## config.mk

```make
export PLATFORM = sky130hd
export DESIGN_NAME = div_unit_flat
export DESIGN_NICKNAME = d
export VERILOG_FILES = /design/src/rtl/div_unit_if.sv /design/src/rtl/div_unit.sv /design/src/flat_wrapper.sv
export SDC_FILE = /design/constraint.sdc
export NUM_CORES = 1
export LEC_CHECK = 0
export CORE_AREA = 2 2 106 210
export CTS_CLUSTER_DIAMETER = 80
export DETAILED_ROUTE_END_ITERATION = 6
export DIE_AREA = 0 0 108 212
export PLACE_DENSITY = 0.67
export SYNTH_ARGS = -nofsm -noshare
export SYNTH_HDL_FRONTEND = slang
export SYNTH_SLANG_ARGS = --single-unit
export TNS_END_PERCENT = 20
```

## constraint.sdc

```tcl
create_clock -name clk -period 3.9 [get_ports clk]
set_input_delay 0.585 -clock clk [delete_from_list [all_inputs] [get_ports clk]]
set_output_delay 0.585 -clock clk [all_outputs]
set_load 0.03 [all_outputs]
```

## src/rtl/div_unit_if.sv

```systemverilog
// div_unit_if: operand/result bundle between the EX-stage issue logic and the
// multi-cycle divider.
//   a, b        32-bit dividend (rs) and divisor (rt)
//   signed_div  1 = DIV, 0 = DIVU
//   start       divide request, only honoured while the divider is idle
//   annul       exception flush, abandons whatever the divider is doing
//   result      {remainder, quotient} for the HI/LO write path
//   busy        divide in progress, stalls the pipeline
//   ready       one-cycle pulse marking result as valid
// master: issue side (decoder / testbench); slave: the divider.
interface div_unit_if;
  logic [31:0] a;
  logic [31:0] b;
  logic        signed_div;
  logic        start;
  logic        annul;
  logic [63:0] result;
  logic        busy;
  logic        ready;

  modport master (
    output a, b, signed_div, start, annul,
    input  result, busy, ready
  );

  modport slave (
    input  a, b, signed_div, start, annul,
    output result, busy, ready
  );
endinterface

```

## src/rtl/div_unit.sv

```systemverilog
// div_unit: 32-bit restoring radix-2 divider for DIV/DIVU in the EX stage.
// One quotient bit per cycle; 33 cycles from an accepted start to ready.
// Ports:
//   clk  system clock, rising edge
//   rst  asynchronous, active-low reset
//   dif  div_unit_if.slave (a, b, signed_div, start, annul in;
//        result, busy, ready out)
// Build option: define DIV_SIGNED_EN to enable signed DIV (magnitude
// conversion at start plus sign correction of quotient/remainder). Without
// it every divide is unsigned and signed_div is ignored.
//
// state   | meaning
// IDLE    | waiting for start
// DIVZERO | divisor was zero, one cycle to form the fixed result
// ON      | 32 shift/subtract iterations, cnt_q counts 0..31
// DONE    | ready pulse, result valid
module div_unit (
  input logic       clk,
  input logic       rst,
  div_unit_if.slave dif
);

  typedef enum logic [1:0] {IDLE, DIVZERO, ON, DONE} state_t;

  state_t      state_q, state_d;
  logic [64:0] sh_q;      // {partial remainder[64:32], dividend/quotient[31:0]}
  logic [31:0] dvsr_q;
  logic [5:0]  cnt_q;
  logic [63:0] result_q;

  logic        go;
  logic [31:0] a_mag, b_mag;
  logic [64:0] shifted, step;
  logic [32:0] trial;
  logic [31:0] q_fix, r_fix;
  logic        unused_msb;

  // annul beats start when both arrive in IDLE
  assign go = (state_q == IDLE) && dif.start && !dif.annul;

`ifdef DIV_SIGNED_EN
  logic q_neg_q, r_neg_q;
  logic q_neg_d, r_neg_d;

  always_comb begin
    a_mag   = dif.a;
    b_mag   = dif.b;
    q_neg_d = 1'b0;
    r_neg_d = 1'b0;
    if (dif.signed_div) begin
      if (dif.a[31]) a_mag = -dif.a;
      if (dif.b[31]) b_mag = -dif.b;
      q_neg_d = dif.a[31] ^ dif.b[31];
      r_neg_d = dif.a[31];
    end
  end

  always_ff @(posedge clk or negedge rst) begin
    if (!rst) begin
      q_neg_q <= 1'b0;
      r_neg_q <= 1'b0;
    end else if (go) begin
      q_neg_q <= q_neg_d;
      r_neg_q <= r_neg_d;
    end
  end

  assign q_fix = q_neg_q ? -step[31:0]  : step[31:0];
  assign r_fix = r_neg_q ? -step[63:32] : step[63:32];
`else
  logic unused_sd;

  assign unused_sd = dif.signed_div;
  assign a_mag     = dif.a;
  assign b_mag     = dif.b;
  assign q_fix     = step[31:0];
  assign r_fix     = step[63:32];
`endif

  // One restoring step: shift left, trial-subtract from the upper 33 bits,
  // keep the difference and shift in 1 when it did not borrow.
  always_comb begin
    shifted = {sh_q[63:0], 1'b0};
    trial   = shifted[64:32] - {1'b0, dvsr_q};
    step    = shifted;
    if (!trial[32]) step = {trial, shifted[31:1], 1'b1};
  end

  // remainder stays below 2^32, so the top bit is never read
  assign unused_msb = sh_q[64];

  always_ff @(posedge clk or negedge rst) begin
    if (!rst) state_q <= IDLE;
    else      state_q <= state_d;
  end

  always_comb begin
    state_d   = state_q;
    dif.busy  = 1'b0;
    dif.ready = 1'b0;
    case (state_q)
      ON, DIVZERO: dif.busy  = 1'b1;
      DONE:        dif.ready = 1'b1;
      default: ;
    endcase
    if (dif.annul) begin
      state_d = IDLE;
    end else begin
      case (state_q)
        IDLE:    if (dif.start) state_d = (dif.b == 32'd0) ? DIVZERO : ON;
        DIVZERO: state_d = DONE;
        ON:      if (cnt_q == 6'd31) state_d = DONE;
        DONE:    state_d = IDLE;
        default: state_d = IDLE;
      endcase
    end
  end

  always_ff @(posedge clk or negedge rst) begin
    if (!rst) begin
      sh_q     <= '0;
      dvsr_q   <= '0;
      cnt_q    <= '0;
      result_q <= '0;
    end else if (go) begin
      cnt_q  <= '0;
      dvsr_q <= b_mag;
      // divide-by-zero keeps the raw dividend so it can become the remainder
      sh_q   <= {33'd0, (dif.b == 32'd0) ? dif.a : a_mag};
    end else if (state_q == ON) begin
      sh_q  <= step;
      cnt_q <= cnt_q + 6'd1;
      if (cnt_q == 6'd31 && !dif.annul) result_q <= {r_fix, q_fix};
    end else if (state_q == DIVZERO && !dif.annul) begin
      result_q <= {sh_q[31:0], 32'hFFFF_FFFF};
    end
  end

  assign dif.result = result_q;

endmodule

```

## src/flat_wrapper.sv

```systemverilog
// flat-port wrapper written by rule: the top's interface ports become plain ports
module div_unit_flat 
  (clk, rst, dif_a, dif_b, dif_signed_div, dif_start, dif_annul, dif_result, dif_busy, dif_ready);
  div_unit_if dif_i ();
  input logic clk;
  input logic rst;
  input wire logic [$bits(dif_i.a)-1:0] dif_a;
  input wire logic [$bits(dif_i.b)-1:0] dif_b;
  input wire logic [$bits(dif_i.signed_div)-1:0] dif_signed_div;
  input wire logic [$bits(dif_i.start)-1:0] dif_start;
  input wire logic [$bits(dif_i.annul)-1:0] dif_annul;
  output wire logic [$bits(dif_i.result)-1:0] dif_result;
  output wire logic [$bits(dif_i.busy)-1:0] dif_busy;
  output wire logic [$bits(dif_i.ready)-1:0] dif_ready;
  assign dif_i.a = dif_a;
  assign dif_i.b = dif_b;
  assign dif_i.signed_div = dif_signed_div;
  assign dif_i.start = dif_start;
  assign dif_i.annul = dif_annul;
  assign dif_result = dif_i.result;
  assign dif_busy = dif_i.busy;
  assign dif_ready = dif_i.ready;
  div_unit u_core (.clk(clk), .rst(rst), .dif(dif_i));
endmodule
```

======== Word level (Yosys, flattened, before mapping) ========
Cells that the tools add are included.
W data, S select, Z words.
cells by class
  add/sub/neg operators ................... 2
  eq/ne operators ......................... 7
  multiplexer cells ....................... 15
  bitwise operators ....................... 1
  reductions and logical operators ........ 12
operator list
  cell                   number
  $mux W64               6
  $sub A33 B32 Y33       1
  $logic_not A32 Y1      1
  $mux W6                2
  $mux W2                4
  $pmux W2 S4            1
  $add A6 B1 Y6 const B  1
  $eq A6 B5 Y1 const B   1
  $eq A2 B2 Y1 const B   2
  $logic_and A1 B1 Y1    4
  $reduce_bool A2 Y1     2
  $ne A3 B2 Y1 const B   1
  $ne A3 B3 Y1 const B   1
  $reduce_and A3 Y1      1
  $eq A2 B1 Y1 const B   1
  $logic_not A2 Y1       1
  $mux W1                2
  $ne A2 B2 Y1 const B   1
  $reduce_and A2 Y1      1
  $reduce_or A2 Y1       1
  $logic_not A1 Y1       1
  $not A1 Y1             1
word-level totals
  bits in registers ....................... 168
  output and inout bits ................... 66

======== Depth between registers and ports, before layout ========
Gate-level depths: netlist (run 1).
  depth in word-level cells ............... 5
  gate-level depth with buffers ........... 15
  mapped depth without buffers ............ 12

======== Worst setup path before layout (run 1) ========
OpenSTA, ideal clock, no wires.
  path type ............................... reg-to-reg
  from .................................... reg u_core.sh_q[31]
  to ...................................... reg u_core.result_q[51], in the netlist u_core.dif.result[51]
  library setup time ...................... 0.122 ns
  data arrival time ....................... 3.058 ns
  slack ................................... 0.721 ns
  stages on the path, launching flop included .. 15
  clock period less this slack ............ 3.179 ns
  cells stage by stage .................... dfrtp_1 > inv_1 > ha_1 > inv_1 > fa_1 > a211oi_2 > o211ai_2 > a21oi_2 > nor4_2 > o311a_1 > buf_6 > o211a_4 > buf_6 > or3_1 > a32o_1
on the way
  longest elaborated chain between the ends .. 4
ends and longest elaborated chain
  item                    line             source
  from (decl)             div_unit.sv:26   logic [64:0] sh_q;
  from (signal assigned)  div_unit.sv:129  sh_q <= {33'd0, (dif.b == 32'd0) ? dif.a : a_mag};
  from (signal assigned)  div_unit.sv:131  sh_q <= step;
  $sub A33 B32 Y33        div_unit.sv:84   trial = shifted[64:32] - {1'b0, dvsr_q};
  $mux W64                div_unit.sv:86   if (!trial[32]) step = {trial, shifted[31:1], 1'b1};
  $mux W64                div_unit.sv:133  if (cnt_q == 6'd31 && !dif.annul) result_q <= {r_fix, q_fix};
  $mux W64                div_unit.sv:130  end else if (state_q == ON) begin
  to (signal assigned)    div_unit.sv:133
  to (signal assigned)    div_unit.sv:135  result_q <= {sh_q[31:0], 32'hFFFF_FFFF};
  to (decl)               div_unit.sv:29   logic [63:0] result_q;
Every way passes these cells. The select of a mux whose other input is x is not followed.
A chain may end at the register's enable or synchronous reset.

======== Worst setup path in the final report (run 1) ========
  from .................................... reg u_core.sh_q[31]
  to ...................................... reg u_core.result_q[60], in the netlist u_core.dif.result[60]
Same word-level chain as after synthesis.

==> flow_metrics.tcl, run 1 <==
set metrics [dict create \
    status "complete, no violations" \
    grt_max_degree 120 \
    syn_area_um2 9450 \
    final_nets 1296 \
    hold_buffers 0 \
    drive_gt1_frac 0.0550 \
    tightest_slew_ns 0.892 \
    slew_violations 0 \
    post-cts-setup-buffers 0 \
    io_pins 135 \
    crit_cells 12 \
    clk_pin_slew_ns 0.06 \
    layout_commonest_cell "nand2_1" \
    rsz0062_at_grt "false" \
    cp_data_arrival_time_ns 3.91 \
    drc 0 \
    cp_slowest_stage_delay_ns 0.46 \
    cts_htree_levels 4 \
    clock-root-buffer "clkbuf_16" \
    dpl.hpwl_um 20000 \
    grt.overflow.total 0 \
    wl_met2_um 14200 \
    place.gp.congestion 0.913 \
    clock-sinks 168 \
    via_per_inst 5.65 \
    finalHoldViolCount 0 \
    core-area_um2 21400 \
    detail_route.wirelength.met1_um 11000 \
    fin_setup_tns_ns 0 \
    syn-num-nets 1192 \
    setup-violations-final 0 \
    yosysWarnings 0 \
    drt-pass1-iter-count 5 \
    critPathTopFamily "compound AO/OA/AOI/OAI gates" \
    wl_um 27300 \
    wl_met3_um 1210 \
    drtIter0Drc 512 \
    row_count 76 \
    synth.distinct_cells 58 \
    period_share 0.920 \
    avgSynthCellArea_um2 8.72 \
    worstRegToRegCells 12 \
    highest_layer "met4" \
    start_kind "flip-flop" \
    ant_nets 0 \
    seq_area_frac_synth 0.445 \
    fmax_ghz 0.279 \
    grt_pass1_vias 8443 \
    tritoncts "done" \
    antenna_found_initial 0 \
    slowest_stage "o311a_1" \
    route.detailed.wl_per_inst_um 18.5 \
    layout_min_cycle_time_ns 3.59 \
    async_flop_share 1.00 \
    cp_max_fo 33 \
    critPathBufInv 2 \
    grt_pass1_wl_um 44100 \
    portBuffers 133 \
    num_antenna_cells 0 \
    path_cells "inv_1 > ha_1 > inv_1 > fa_1 > a211oi_2 > o211ai_2 > a21oi_2 > nor4_2 > o311a_1 > o211a_4 > or3_1 > a32o_1" \
    ctsResizeCount 0 \
    worst_skew_pair.late_latency_ns 0.44 \
    drv_cap 0 \
    initial_core_util 0.442 \
    cp-end-kind "flip-flop" \
    layout_common_cells "nand2_1 (192), dfrtp_1 (168), o21ai_0 (164)" \
    fillCellCount 2026 \
    slew_headroom 0.405 \
    cts_buffer_depth 2 \
    grt_usage 0.248 \
    syn2layout_area_growth_pct 23.0 \
    yosys_most_used_dff "dfrtp_1" \
    netlist_instances 1084 \
    ys_ff_latch 168 \
    die_h_um 212 \
    cts_made_buffers 17 \
    dieArea_um2 22900 \
    cpMostUsedCell "inv_1" \
    synth_edf_count 0 \
    die_w_um 108 \
    final.setup_skew_ns 0.00538 \
    hold_class "in2async" \
    vias 8320 \
    path_class "reg2reg" \
    crit_required_ns 4.22 \
]
[Yosys cell counts, types with 6 or more instances]
library cell | instances | area, µm²
a21oi_1 | 52 | 260
xor2_1 | 16 | 140
nand4_1 | 10 | 62.6
nor3_1 | 25 | 125
nand3_1 | 18 | 90.1
ha_1 | 38 | 475
inv_1 | 47 | 176
nor4_1 | 10 | 62.6
mux2i_1 | 43 | 430
o2111a_1 | 10 | 113
xnor2_1 | 13 | 114
dfrtp_1 | 168 | 4200
nor2_1 | 74 | 278
or3_1 | 11 | 68.8
o211ai_1 | 8 | 60.1
a21o_1 | 6 | 45.0
nand2b_1 | 14 | 87.6
a311oi_1 | 9 | 78.8
clkbuf_1 | 54 | 203
nor2b_1 | 6 | 37.5
o21ai_0 | 164 | 821
and3_1 | 6 | 37.5
a31oi_1 | 8 | 50.1
a32o_1 | 8 | 80.1
nand2_1 | 192 | 721
o31ai_1 | 6 | 45.0
a211oi_1 | 6 | 45.0
[kinds of logic (layout without fill, tap and decap cells)]
logic type      Yosys count  count (layout)  synth area share
xor+xnor                 29              29            0.0269
mux                      47              47            0.0503
flops                   168             168             0.445
compound gates          312             312             0.203
simple gates            375             375             0.174
fa+ha+maj                39              39            0.0524
buf+inv                 114             230            0.0483
[cell type report]
class,count,area [µm²],share of cell area
multi-input combinational,802,4810,0.414
tap,273,342,0.0294
clock inverter,9,91.3,0.00786
timing repair buffer,152,1530,0.131
sequential,168,4200,0.362
clock buffer,22,474,0.0408
inverter,47,176,0.0152
[flip-flops by register name, indices dropped and copies added (netlist names)]
name	cells
u_core.dvsr_q	32
u_core.sh_q	64
u_core.state_q	2
u_core.dif.result	64
u_core.cnt_q	6
[worst paths after layout]
| kind | from | to | slack, ns |
|---|---|---|---|
| setup / recovery | u_core.sh_q[31] | u_core.dif.result[60] | 0.31 |
| hold / removal | rst | u_core.dif.result[6] | 0.20 |
| setup reg to reg | u_core.sh_q[31] | u_core.dif.result[60] | 0.31 |
| hold reg to reg | u_core.dif.result[7] | u_core.dif.result[7] | 0.47 |
| max in group asynchronous | rst | u_core.dif.result[28] | 2.75 |
| min in group clk | u_core.dif.result[7] | u_core.dif.result[7] | 0.47 |
[layer usage]
metal  vias to the layer above  GRT usage
li1                       4032          -
met1                      4006      0.299
met2                       227      0.424
met3                        55     0.0487
met4                         0      0.107
met5                         -          0
[stage by stage]
| step | hold WS [ns] | area (µm²) | instances | worst slack (ns) | utilization |
|---|---|---|---|---|---|
| finish | 0.196 | 11600 | 1473 | 0.312 | 0.543 |
| global route | 0.251 | 11600 | 1473 | 0.172 | 0.543 |
| CTS | 0.209 | 11600 | 1473 | 0.302 | 0.543 |
| detailed placement | 0.456 | 11100 | 1442 | 0.336 | 0.517 |
| global placement | 0.450 | 11100 | 1442 | 0.370 | 0.517 |
| floorplan | 0.289 | 9450 | 1084 | 0.721 | - |
Power of run 1 is left out: the tool's default activity adds up to more than one toggle a clock period on the data nets, which glitch-free logic cannot reach.
==> inputs of run 2 (changes only) <==
- CORE_AREA: 2 2 106 210 -> 2 2 101 200
- DIE_AREA: 0 0 108 212 -> 0 0 103 202
- PLACE_DENSITY: 0.67 -> 0.73
==> run 2 against run 1 <==
Utilization rose by 6.3 points. Cell count fell by 1.0%. Sequential cell count did not move. Clock-buffer cell count fell by 3. Routed wire length fell by 2.6%. Maximum frequency fell by 0.15%. First-iteration DRC count rose by 11%. Non-clock buffer count fell by 2. Critical path depth did not move. Largest cell class unchanged. Highest routed layer unchanged.
==> flow_metrics.tcl, run 2 (synthesis results as in run 1) <==
set metrics [dict create \
    status "complete, no violations" \
    grt_pass1_vias 8356 \
    final_nets 1294 \
    grt_usage 0.263 \
    layout_min_cycle_time_ns 3.59 \
    io_pins 135 \
    ctsResizeCount 0 \
    layout_common_cells "nand2_1 (192), dfrtp_1 (168), o21ai_0 (164)" \
    cp_max_fo 33 \
    layout_commonest_cell "nand2_1" \
    dpl.hpwl_um 19400 \
    path_cells "inv_1 > ha_1 > inv_1 > fa_1 > a211oi_2 > o211ai_2 > a21oi_2 > nor4_2 > o311a_1 > o211a_4 > or3_1 > a32o_1" \
    ant_nets 0 \
    finalHoldViolCount 0 \
    slowest_stage "fa_1" \
    num_antenna_cells 0 \
    fin_area_um2 11700 \
    portBuffers 133 \
    path_class "reg2reg" \
    slew_violations 0 \
    row_count 72 \
    route.detailed.wl_per_inst_um 18.2 \
    cts_buffer_depth 2 \
    post-cts-setup-buffers 0 \
    drt-pass1-iter-count 7 \
    drtIter0Drc 566 \
    fillCellCount 1748 \
    critPathBufInv 2 \
    cpMostUsedCell "inv_1" \
    dpl-instance-area_um2 11000 \
    fin_setup_tns_ns 0 \
    cts_made_buffers 17 \
    drive_gt1_frac 0.0559 \
    clk_pin_slew_ns 0.07 \
    grt_pass1_wl_um 42500 \
    wl_um 26600 \
    via_per_inst 5.70 \
    worst_skew_pair.late_latency_ns 0.44 \
    setup-violations-final 0 \
    cp-end-kind "flip-flop" \
    drv_cap 0 \
    slew_headroom 0.438 \
    initial_core_util 0.490 \
    clock-root-buffer "clkbuf_16" \
    tritoncts "done" \
    ff2ff_setup_slack_ns 0.31 \
    drc 0 \
    cts_htree_levels 4 \
    cp_slowest_stage_delay_ns 0.45 \
    die_h_um 202 \
    hold_buffers 0 \
    syn2layout_area_growth_pct 23.6 \
    hold_class "in2async" \
    antenna_found_initial 0 \
    clock-sinks 168 \
    die_w_um 103 \
    critPathTopFamily "compound AO/OA/AOI/OAI gates" \
    dieArea_um2 20800 \
    grt_max_degree 91 \
    place.gp.congestion 0.946 \
    grt.overflow.total 0 \
    final.setup_skew_ns 0.0101 \
    crit_required_ns 4.22 \
    cp_data_arrival_time_ns 3.92 \
    period_share 0.921 \
    rsz0062_at_grt "false" \
    vias 8304 \
    core-area_um2 19300 \
    tightest_slew_ns 0.843 \
    start_kind "flip-flop" \
    fmax_ghz 0.278 \
]
## run 2: layout make-up
class | count | area [µm²] | area share
multi-input cells | 802 | 4810 | 0.412
well taps | 259 | 324 | 0.0277
clock inverters | 13 | 214 | 0.0183
inverters | 47 | 176 | 0.0151
repair buffers | 150 | 1500 | 0.128
flip-flops and latches | 168 | 4200 | 0.360
clock buffers | 19 | 453 | 0.0388
## run 2: through the flow
step | utilization | setup slack, ns | std cells | hold WS, ns
after floorplan | - | 0.721 | 1084 | 0.289
after global routing | 0.606 | 0.140 | 1458 | 0.290
final | 0.606 | 0.307 | 1458 | 0.227
after global placement | 0.571 | 0.367 | 1426 | 0.450
after detailed placement | 0.571 | 0.330 | 1426 | 0.455
after CTS | 0.606 | 0.301 | 1458 | 0.264
## run 2: final timing paths
kind | cells past startpoint | to | start
setup reg to reg | 12 | u_core.dif.result[53] | u_core.sh_q[31]
hold / removal | 1 | u_core.dif.result[3] | rst
setup / recovery | 12 | u_core.dif.result[53] | u_core.sh_q[31]
min in group clk | 2 | u_core.dif.result[26] | u_core.dif.result[26]
hold reg to reg | 2 | u_core.dif.result[26] | u_core.dif.result[26]
max in group asynchronous | 2 | u_core.dvsr_q[24] | rst
## run 2: routing by layer
layer  part of all wire  up-vias  track usage
met3              0.049       60       0.0453
met1               0.40     3965        0.320
met2               0.52      252        0.455
met4              0.035        0       0.0992
met5                  0        -            0
li1                   -     4027            -
Power of run 2 is left out for the same reason.
==> inputs of run 3 (changes only) <==
- CAP_MARGIN: unset -> 20
- REMOVE_ABC_BUFFERS: unset -> 1
==> run 3 against run 2 <==
Maximum frequency is 1.2% lower. Routed wire length is 0.87% lower. Utilization is 0.14 points lower. Via count is 0.83% higher. Clock-buffer cell count is 1 higher. Worst hold slack worse by 0.0039 ns.
==> flow_metrics.tcl, run 3 (synthesis results as in run 1) <==
set metrics [dict create \
    status "complete, no violations" \
    cts_made_buffers 17 \
    core-area_um2 19300 \
    rsz0062_at_grt "false" \
    fin_cells 1452 \
    drt-pass1-iter-count 5 \
    finalHoldViolCount 0 \
    io_pins 135 \
    dieArea_um2 20800 \
    clk_pin_slew_ns 0.07 \
    drc 0 \
    grt_util_met3 0.0346 \
    drive_gt1_frac 0.0511 \
    use_met2 0.466 \
    path_class "reg2reg" \
    drtIter0Drc 431 \
    cp_data_arrival_time_ns 3.95 \
    post-cts-setup-buffers 0 \
    grt_pass1_wl_um 42400 \
    final.setup_skew_ns 0.00881 \
    layout_common_cells "nand2_1 (192), dfrtp_1 (168), o21ai_0 (164)" \
    initial_core_util 0.490 \
    slew_headroom 0.464 \
    grt_max_degree 122 \
    start_kind "flip-flop" \
    cts_buffer_depth 2 \
    fin_area_um2 11700 \
    final_nets 1289 \
    slew_violations 0 \
    antenna_found_initial 0 \
    grt_pass1_vias 8483 \
    dpl-instance-area_um2 11000 \
    ctsResizeCount 0 \
    vias 8373 \
    num_antenna_cells 0 \
    fmax_ghz 0.275 \
    cp_max_fo 33 \
    dpl.hpwl_um 18300 \
    clock-sinks 168 \
    tightest_slew_ns 0.795 \
    place.gp.congestion 0.921 \
    grt.overflow.total 0 \
    final_util 0.605 \
    clock-root-buffer "clkbuf_16" \
    syn2layout_area_growth_pct 23.4 \
    hold_buffers 0 \
    die_h_um 202 \
    crit_required_ns 4.22 \
    path_cells "inv_1 > ha_1 > inv_1 > fa_1 > a211oi_2 > o211ai_2 > a21oi_2 > nor4_2 > o311a_1 > o211a_4 > or3_1 > a32o_1" \
    layout_commonest_cell "nand2_1" \
    row_count 72 \
    ant_nets 0 \
    worst_skew_pair.late_latency_ns 0.43 \
    setup-violations-final 0 \
    die_w_um 103 \
    slowest_stage "o311a_1" \
    via_per_inst 5.77 \
    layout_min_cycle_time_ns 3.64 \
    use_met1 0.295 \
    cpMostUsedCell "inv_1" \
    ff2ff_setup_slack_ns 0.26 \
    busiest_layer "met2" \
    critPathBufInv 2 \
    cp-end-kind "flip-flop" \
    critPathTopFamily "compound AO/OA/AOI/OAI gates" \
    route.detailed.wl_per_inst_um 18.1 \
    placed_cells 1421 \
    tritoncts "done" \
    period_share 0.932 \
    grt_usage 0.263 \
    drv_cap 0 \
    cp_slowest_stage_delay_ns 0.47 \
    cts_htree_levels 4 \
    portBuffers 133 \
    wl_um 26400 \
    hold_class "in2async" \
]
==> run 3: final timing paths <==
path                                             from                     to  depth (start not counted)
max in group asynchronous                         rst        u_core.sh_q[41]                          2
worst max-delay path                  u_core.sh_q[31]  u_core.dif.result[41]                         12
worst min-delay path                              rst        u_core.cnt_q[0]                          1
min in group clk                u_core.dif.result[20]  u_core.dif.result[20]                          2
worst min register to register  u_core.dif.result[20]  u_core.dif.result[20]                          2
worst max register to register        u_core.sh_q[31]  u_core.dif.result[41]                         12
==> run 3: metal layers <==
| layer | share of wire | vias up |
|---|---|---|
| li1 | - | 4019 |
| met2 | 0.55 | 205 |
| met4 | 0.048 | 0 |
| met1 | 0.38 | 4086 |
| met5 | 0 | - |
| met3 | 0.029 | 63 |
==> run 3: cell type report <==
type                            instances  area [µm²]
Fill cell                            1765        7620
Multi-Input combinational cell        802        4810
Tap cell                              259         324
Inverter                               47         176
Sequential cell                       168        4200
Clock buffer                           20         457
Clock inverter                         11         195
Timing Repair Buffer                  145        1490
==> run 3: through the flow <==
stage	setup slack (ns)	setup TNS (ns)	hold WS, ns
after floorplan	-1.76	-182.45	0.289
after global placement	0.391	0	0.452
after detailed placement	0.346	0	0.455
after CTS	0.296	0	0.241
after global routing	0.0787	0	0.272
final	0.265	0	0.223
==> run 3: worst reg2reg max path: cells and delay by family (launching register included) <==
family                   cells  cell delay, ns
AO/OA/AOI/OAI                6            1.86
adder cells (fa/ha/maj)      2            0.60
buffers and inverters        2            0.15
flip-flops                   1            0.39
AND/OR/NAND/NOR              2            0.54
Power of run 3 is left out for the same reason.
